## config.mk

```make
export PLATFORM = sky130hd
export DESIGN_NAME = fuzzy_risk_sequencer
export DESIGN_NICKNAME = d
export VERILOG_FILES = /design/src/rtl/fuzzy_pkg.sv /design/src/rtl/fuzzy_sample_avg.sv /design/src/rtl/fuzzy_risk_sequencer.sv
export SDC_FILE = /design/constraint.sdc
export NUM_CORES = 1
export LEC_CHECK = 0
export BUFFER_PORTS_ARGS = -buffer_cell sky130_fd_sc_hd__buf_2
export CAP_MARGIN = 20
export CELL_PAD_IN_SITES_DETAIL_PLACEMENT = 1
export CELL_PAD_IN_SITES_GLOBAL_PLACEMENT = 2
export CORE_MARGIN = 2
export CORE_UTILIZATION = 32
export DETAILED_ROUTE_END_ITERATION = 10
export HOLD_SLACK_MARGIN = 0.08
export PLACE_DENSITY = 0.77
export SYNTH_ARGS = -nofsm -noshare
export SYNTH_HDL_FRONTEND = slang
export SYNTH_HIERARCHICAL = 1
export SYNTH_SLANG_ARGS = --single-unit
```

## constraint.sdc

```tcl
create_clock -name clk -period 2.2 [get_ports clk]
set_input_delay 0.44 -clock clk [delete_from_list [all_inputs] [get_ports clk]]
set_output_delay 0.44 -clock clk [all_outputs]
set_load 0.01 [all_outputs]
```

## src/rtl/fuzzy_pkg.sv

```systemverilog
// rtl/fuzzy_pkg.sv - shared state encoding, limits and helpers for the fuzzy risk path
package fuzzy_pkg;

    typedef enum logic [1:0] {
        ACCUM  = 2'd0,
        START  = 2'd1,
        WAIT   = 2'd2,
        UPDATE = 2'd3
    } seq_state_t;

    localparam logic [7:0] PCT_MAX = 8'd100;

    // Shared with the fuzzy engine so both sides saturate identically.
    function automatic logic [7:0] clamp_pct(input logic [7:0] value);
        return (value > PCT_MAX) ? PCT_MAX : value;
    endfunction

endpackage

```

## src/rtl/fuzzy_sample_avg.sv

```systemverilog
// rtl/fuzzy_sample_avg.sv - clamps and accumulates a window of rain/soil samples
// The averages are combinational and include the current sample, valid with window_done.
module fuzzy_sample_avg
    import fuzzy_pkg::*;
#(
    parameter int AVG_LOG2 = 2
) (
    input  logic       clk,
    input  logic       rst_n,
    input  logic       sample_en,
    input  logic [7:0] rain_in,
    input  logic [7:0] soil_in,
    output logic       window_done,
    output logic [7:0] rain_avg,
    output logic [7:0] soil_avg
);

    localparam int AW = 8 + AVG_LOG2;
    localparam int CW = (AVG_LOG2 > 0) ? AVG_LOG2 : 1;
    localparam logic [CW-1:0] LAST = CW'((1 << AVG_LOG2) - 1);

    logic [AW-1:0] rain_acc;
    logic [AW-1:0] soil_acc;
    logic [AW-1:0] rain_sum;
    logic [AW-1:0] soil_sum;
    logic [CW-1:0] count;

    always_comb begin
        rain_sum    = rain_acc + AW'(clamp_pct(rain_in));
        soil_sum    = soil_acc + AW'(clamp_pct(soil_in));
        window_done = sample_en && (count == LAST);
        rain_avg    = rain_sum[AW-1:AVG_LOG2];
        soil_avg    = soil_sum[AW-1:AVG_LOG2];
    end

    always_ff @(posedge clk or negedge rst_n) begin
        if (!rst_n) begin
            rain_acc <= '0;
            soil_acc <= '0;
            count    <= '0;
        end else if (sample_en) begin
            if (window_done) begin
                rain_acc <= '0;
                soil_acc <= '0;
                count    <= '0;
            end else begin
                rain_acc <= rain_sum;
                soil_acc <= soil_sum;
                count    <= count + 1'b1;
            end
        end
    end

endmodule

```

## src/rtl/fuzzy_risk_sequencer.sv

```systemverilog
// rtl/fuzzy_risk_sequencer.sv - averages sensor windows, launches and supervises the fuzzy engine
// Registers the engine risk and drives a hysteretic alarm.
module fuzzy_risk_sequencer
    import fuzzy_pkg::*;
#(
    parameter int AVG_LOG2  = 2,
    parameter int TIMEOUT   = 64,
    parameter int ALARM_ON  = 70,
    parameter int ALARM_OFF = 50
) (
    input  logic       clk,
    input  logic       rst_n,
    input  logic       sample_tick,
    input  logic [7:0] rain_in,
    input  logic [7:0] soil_in,
    output logic       fz_start,
    output logic [7:0] fz_rain,
    output logic [7:0] fz_soil,
    input  logic       fz_done,
    input  logic [7:0] fz_risk,
    output logic [7:0] risk_out,
    output logic       risk_valid,
    output logic       alarm,
    output logic       timeout_err,
    output logic       overrun,
    output logic       busy
);

    localparam int TW = $clog2(TIMEOUT);
    localparam logic [TW-1:0] TO_LAST = TW'(TIMEOUT - 1);
    localparam logic [7:0] ON_LVL  = 8'(ALARM_ON);
    localparam logic [7:0] OFF_LVL = 8'(ALARM_OFF);

    seq_state_t    state;
    seq_state_t    state_next;
    logic [TW-1:0] wait_count;
    logic          wait_expired;
    logic          sample_en;
    logic          window_done;
    logic [7:0]    rain_avg;
    logic [7:0]    soil_avg;

    assign sample_en    = sample_tick && (state == ACCUM);
    assign wait_expired = (wait_count == TO_LAST);
    assign fz_start     = (state == START);
    assign busy         = (state == START) || (state == WAIT);
    assign risk_valid   = (state == UPDATE);

    fuzzy_sample_avg #(
        .AVG_LOG2(AVG_LOG2)
    ) u_avg (
        .clk        (clk),
        .rst_n      (rst_n),
        .sample_en  (sample_en),
        .rain_in    (rain_in),
        .soil_in    (soil_in),
        .window_done(window_done),
        .rain_avg   (rain_avg),
        .soil_avg   (soil_avg)
    );

    always_ff @(posedge clk or negedge rst_n) begin
        if (!rst_n) begin
            state <= ACCUM;
        end else begin
            state <= state_next;
        end
    end

    // A result in the same cycle as the deadline still counts.
    always_comb begin
        state_next = state;
        case (state)
            ACCUM:   if (window_done) state_next = START;
            START:   state_next = WAIT;
            WAIT: begin
                if (fz_done) begin
                    state_next = UPDATE;
                end else if (wait_expired) begin
                    state_next = ACCUM;
                end
            end
            UPDATE:  state_next = ACCUM;
            default: state_next = ACCUM;
        endcase
    end

    always_ff @(posedge clk or negedge rst_n) begin
        if (!rst_n) begin
            fz_rain     <= '0;
            fz_soil     <= '0;
            wait_count  <= '0;
            risk_out    <= '0;
            alarm       <= 1'b0;
            timeout_err <= 1'b0;
            overrun     <= 1'b0;
        end else begin
            if (window_done) begin
                fz_rain <= rain_avg;
                fz_soil <= soil_avg;
            end
            if (state == START) begin
                wait_count <= '0;
            end else if ((state == WAIT) && !fz_done && !wait_expired) begin
                wait_count <= wait_count + 1'b1;
            end
            if ((state == WAIT) && fz_done) begin
                risk_out <= clamp_pct(fz_risk);
            end
            if ((state == WAIT) && !fz_done && wait_expired) begin
                timeout_err <= 1'b1;
            end
            // Between the two thresholds the alarm holds its level.
            if (state == UPDATE) begin
                if (risk_out >= ON_LVL) begin
                    alarm <= 1'b1;
                end else if (risk_out < OFF_LVL) begin
                    alarm <= 1'b0;
                end
            end
            if (sample_tick && (state != ACCUM)) begin
                overrun <= 1'b1;
            end
        end
    end

endmodule

```

==> flow_summary_export.csv <==
group,metric,value,unit
sta,timing.final.max_slew_violations,0,
synth,synth-edff-count,0,
detailed_routing,route.vias.total,3155,
critical_path,worst_ep_arrival_time,2.45,ns
critical_path,crit_chain,"buf_6, o21ai_2, nand2_2, a31oi_4, and2_4, ha_4, a21o_4, a211o_4, a21oi_4, xnor2_1, mux2_4",
critical_path,timing.critical_path.slowest_stage_cell,"sky130_fd_sc_hd__a211o_4",
detailed_routing,route.met2.wl,4830,um
synth,yosysTopAreaCellShare,0.405,
sta,rsz0062_at_grt,"yes",
die,die_area,0.0119,mm^2
synth,ys_seq_elements,57,
sta,hold_viol_final,0,
global_route,grt_first_pass_wirelength,16500,um
placement,gp_congestion,0.858,
detailed_routing,dr_pass1_iterations,4,
detailed_routing,met1_length,4690,um
detailed_routing,detail_route.iter0.violations,94,
critical_path,crit-reg2reg-launch,"u_avg/rain_acc[0]",
synth,synth_area_leaders,"sky130_fd_sc_hd__dfrtp_1, sky130_fd_sc_hd__ha_1, sky130_fd_sc_hd__mux2_2",
layout,finalNetCount,520,
synth,synth_area_per_cell,9.87,um^2
critical_path,worst_path_largest_cell_delay,0.35,ns
sta,setup_viol,1,
detailed_routing,postRouteWirelength,10100,um
detailed_routing,wl_per_cell,16.5,um
critical_path,timing.critical_path.from,"soil_in[1]",
power_and_ir_drop,p_per_area,1330,mW/mm^2
die,area_of_the_placeable_core,0.0108,mm^2
synth,post_synth_num_cell_types,59,
global_route,grt_max_degree,58,
clock_network,clock-root-buffer,"sky130_fd_sc_hd__clkbuf_8",
placement,placed_cell_area,0.00447,mm^2
clock_network,tritoncts,"done",
critical_path,worst_setup_path_start_kind,"input pin",
synth,syn-instance-count,357,
global_route,initial_antenna_violation_count,0,
layout,post_route_cells_drive_above_1_share,0.434,
synth,async_reset_ff_frac,1.00,
power_and_ir_drop,static_leak,2.25,nW
clock_network,clkSlewWorstSetupHoldPaths,0.07,ns
die,floorplan.rows,38,
placement,detailedPlacementHpwl,7260,um
clock_network,cts.sink_count,57,
placement,place_ws,-0.491,ns
clock_network,cts_max_level,3,
run_status,failing_checks,"setup timing",
die,initial_utilization,0.327,
die,height_of_the_die,109,um
global_route,vias_in_the_first_global_route,3362,
synth,synth_area_leader_cell,"sky130_fd_sc_hd__dfrtp_1",
synth,postSynth.topFlopCell,"sky130_fd_sc_hd__dfrtp_1",
run_status,status,"finished, violations left",
sta,skew,0.00709,ns
sta,timing.hold.ws,0.0914,ns
clock_network,clock_insertion_delay_worst_skew,0.35,ns
synth,netlist_area,0.00352,mm^2
critical_path,reg2reg_slack,0.15,ns
power_and_ir_drop,peakVddDrop,395,uV
critical_path,worstRegToRegCells,7,
die,io-pin-count,58,
global_route,global_route.overflow_total,0,
synth,fraction_of_the_yosys_area_taken_by_sequential_cells,0.405,
sta,finalWorstPathRequiredPeriod,2.21,ns
placement,placement.io_buffers,57,
sta,worst_slack,-0.00521,ns
layout,layout-area-overhead-vs-synth,38.8,%
layout,antenna_cells,0,
detailed_routing,dr_wl_met3,409,um
hold_path,min_path_type,"in -> async",
die,die_w,109,um
critical_path,criticalPathCategory,"in -> reg",
critical_path,cp-endpoint,"fz_soil[7]",
detailed_routing,highest_layer,"met4",
critical_path,critical_path.endpoint_type,"register",
detailed_routing,drtAntennaViolNets,0,
global_route,track_usage,0.182,
clock_network,tritoncts.num_buffers,9,
run,drv.max_cap_violation_count,0,
detailed_routing,viasPerCell,5.16,
layout,finish.instance_area,0.00489,mm^2
detailed_routing,drc,0,
sta,fmaxAchievable,453,MHz
critical_path,required_time_at_the_worst_slack_endpoint,2.44,ns
sta,final_min_period_over_clock_period,1.00,
synth,ys.warnings.count,6,
critical_path,timing.rr.end,"u_avg/rain_acc[8]",
clock_network,clock_tree_buffer_depth,2,
critical_path,timing.critical_path.fanout_max,5,
[area by class of cell]
type,count,area (um^2)
Sequential cell,57,1430
Fill cell,1214,5900
Clock buffer,12,155
Clock inverter,3,40.0
Inverter,10,37.5
Timing Repair Buffer,111,759
Multi-Input combinational cell,279,2300
Tap cell,140,175
[stage by stage]
step                       util  TNS [ns]  power, mW  std cells
final                     0.453  -0.00521       6.50        612
after global routing      0.453    -0.277       7.04        612
after CTS                 0.439  -0.00719       6.39        611
after detailed placement  0.414     -8.76       5.25        596
after global placement    0.414     -6.33       5.12        596
after floorplan               -    -0.533       3.91        358
[logic make-up (layout without fill, tap and decap cells)]
family / after synthesis / after routing / share of synthesized area
xor+xnor: 16 / 16 / 0.0398
other cells: 1 / 2 / 0.00106
fa+ha+maj: 24 / 24 / 0.0895
flops: 57 / 57 / 0.405
compound gates: 105 / 105 / 0.212
mux: 21 / 21 / 0.0657
buf+inv: 22 / 136 / 0.0263
simple gates: 111 / 111 / 0.162
[worst min-delay path by stage]
stage | start | end | slack (ns)
2_1_floorplan | rst_n | alarm | 0.14
5_1_grt | rst_n | wait_count[4] | 0.11
3_3_place_gp | overrun | overrun | 0.44
6_report | rst_n | u_avg/soil_acc[2] | 0.09
3_5_place_dp | overrun | overrun | 0.44
4_1_cts | rst_n | wait_count[4] | 0.09
[sequential cells by signal (all words and copies together) (netlist names)]
signal / count
overrun: 1
u_avg/count: 2
wait_count: 6
fz_rain: 8
state: 2
fz_soil: 8
timeout_err: 1
u_avg/rain_acc: 10
alarm: 1
risk_out: 8
u_avg/soil_acc: 10
[Yosys cell counts, types with 5 or more instances]
library cell / count
sky130_fd_sc_hd__dfrtp_1: 57
sky130_fd_sc_hd__nand2_1: 29
sky130_fd_sc_hd__nor2_1: 29
sky130_fd_sc_hd__a21oi_1: 23
sky130_fd_sc_hd__ha_1: 22
sky130_fd_sc_hd__o21ai_0: 19
sky130_fd_sc_hd__mux2_2: 17
sky130_fd_sc_hd__xnor2_1: 13
sky130_fd_sc_hd__and2_1: 12
sky130_fd_sc_hd__inv_1: 9
sky130_fd_sc_hd__a21o_1: 8
sky130_fd_sc_hd__nor2b_1: 7
sky130_fd_sc_hd__a22o_1: 6
sky130_fd_sc_hd__nand3_1: 6
sky130_fd_sc_hd__a211oi_1: 5
sky130_fd_sc_hd__a31o_2: 5
sky130_fd_sc_hd__nand2b_1: 5
sky130_fd_sc_hd__o211ai_1: 5
[power breakdown]
group | internal [mW] | switching, mW | leakage [nW]
Combinational | 1.84 | 1.85 | 1.44
Sequential | 1.47 | 0.333 | 0.702
Clock | 0.575 | 0.435 | 0.102
Total | 3.89 | 2.62 | 2.25
[layout by cell type (no fill, tap or decap), types with 5 or more instances in the layout]
master and count:
sky130_fd_sc_hd__a21o_1 7, sky130_fd_sc_hd__a21oi_1 18, sky130_fd_sc_hd__a22o_1 6, sky130_fd_sc_hd__a31o_2 5, sky130_fd_sc_hd__and2_1 6, sky130_fd_sc_hd__and2_4 6, sky130_fd_sc_hd__buf_2 48, sky130_fd_sc_hd__buf_4 53
sky130_fd_sc_hd__buf_6 9, sky130_fd_sc_hd__clkbuf_8 11, sky130_fd_sc_hd__dfrtp_1 57, sky130_fd_sc_hd__ha_1 14, sky130_fd_sc_hd__ha_4 7, sky130_fd_sc_hd__inv_1 9, sky130_fd_sc_hd__mux2_2 13, sky130_fd_sc_hd__nand2_1 27
sky130_fd_sc_hd__nand2b_1 5, sky130_fd_sc_hd__nand3_1 6, sky130_fd_sc_hd__nor2_1 26, sky130_fd_sc_hd__nor2b_1 7, sky130_fd_sc_hd__o211ai_1 5, sky130_fd_sc_hd__o21ai_0 13, sky130_fd_sc_hd__o21ai_2 6, sky130_fd_sc_hd__xnor2_1 12
[worst max-delay path, delay by kind of cell]
| family | cells | cell delay, ns |
|---|---|---|
| and+or+nand+nor | 2 | 0.28 |
| buffers and inverters | 1 | 0.09 |
| xor gates and xnor gates | 1 | 0.08 |
| adders and majority gates | 1 | 0.20 |
| muxes | 1 | 0.25 |
| AOI/OAI and AO/OA | 5 | 1.10 |
[metal layers]
metal  vias to the layer above  GRT usage
met5                         -          0
met2                        58      0.295
met4                         0     0.0916
met1                      1567      0.234
li1                       1518          -
met3                        12     0.0317
[timing repair]
action | 4_1_cts | 5_1_grt
hold buffers | 0 | 0
resized for setup | 16 | 31
pin swaps | 11 | 22
endpoints found under the setup margin | 11 | 17
setup buffers | 0 | 1
No activity file was read; power rests on OpenSTA's default activity.
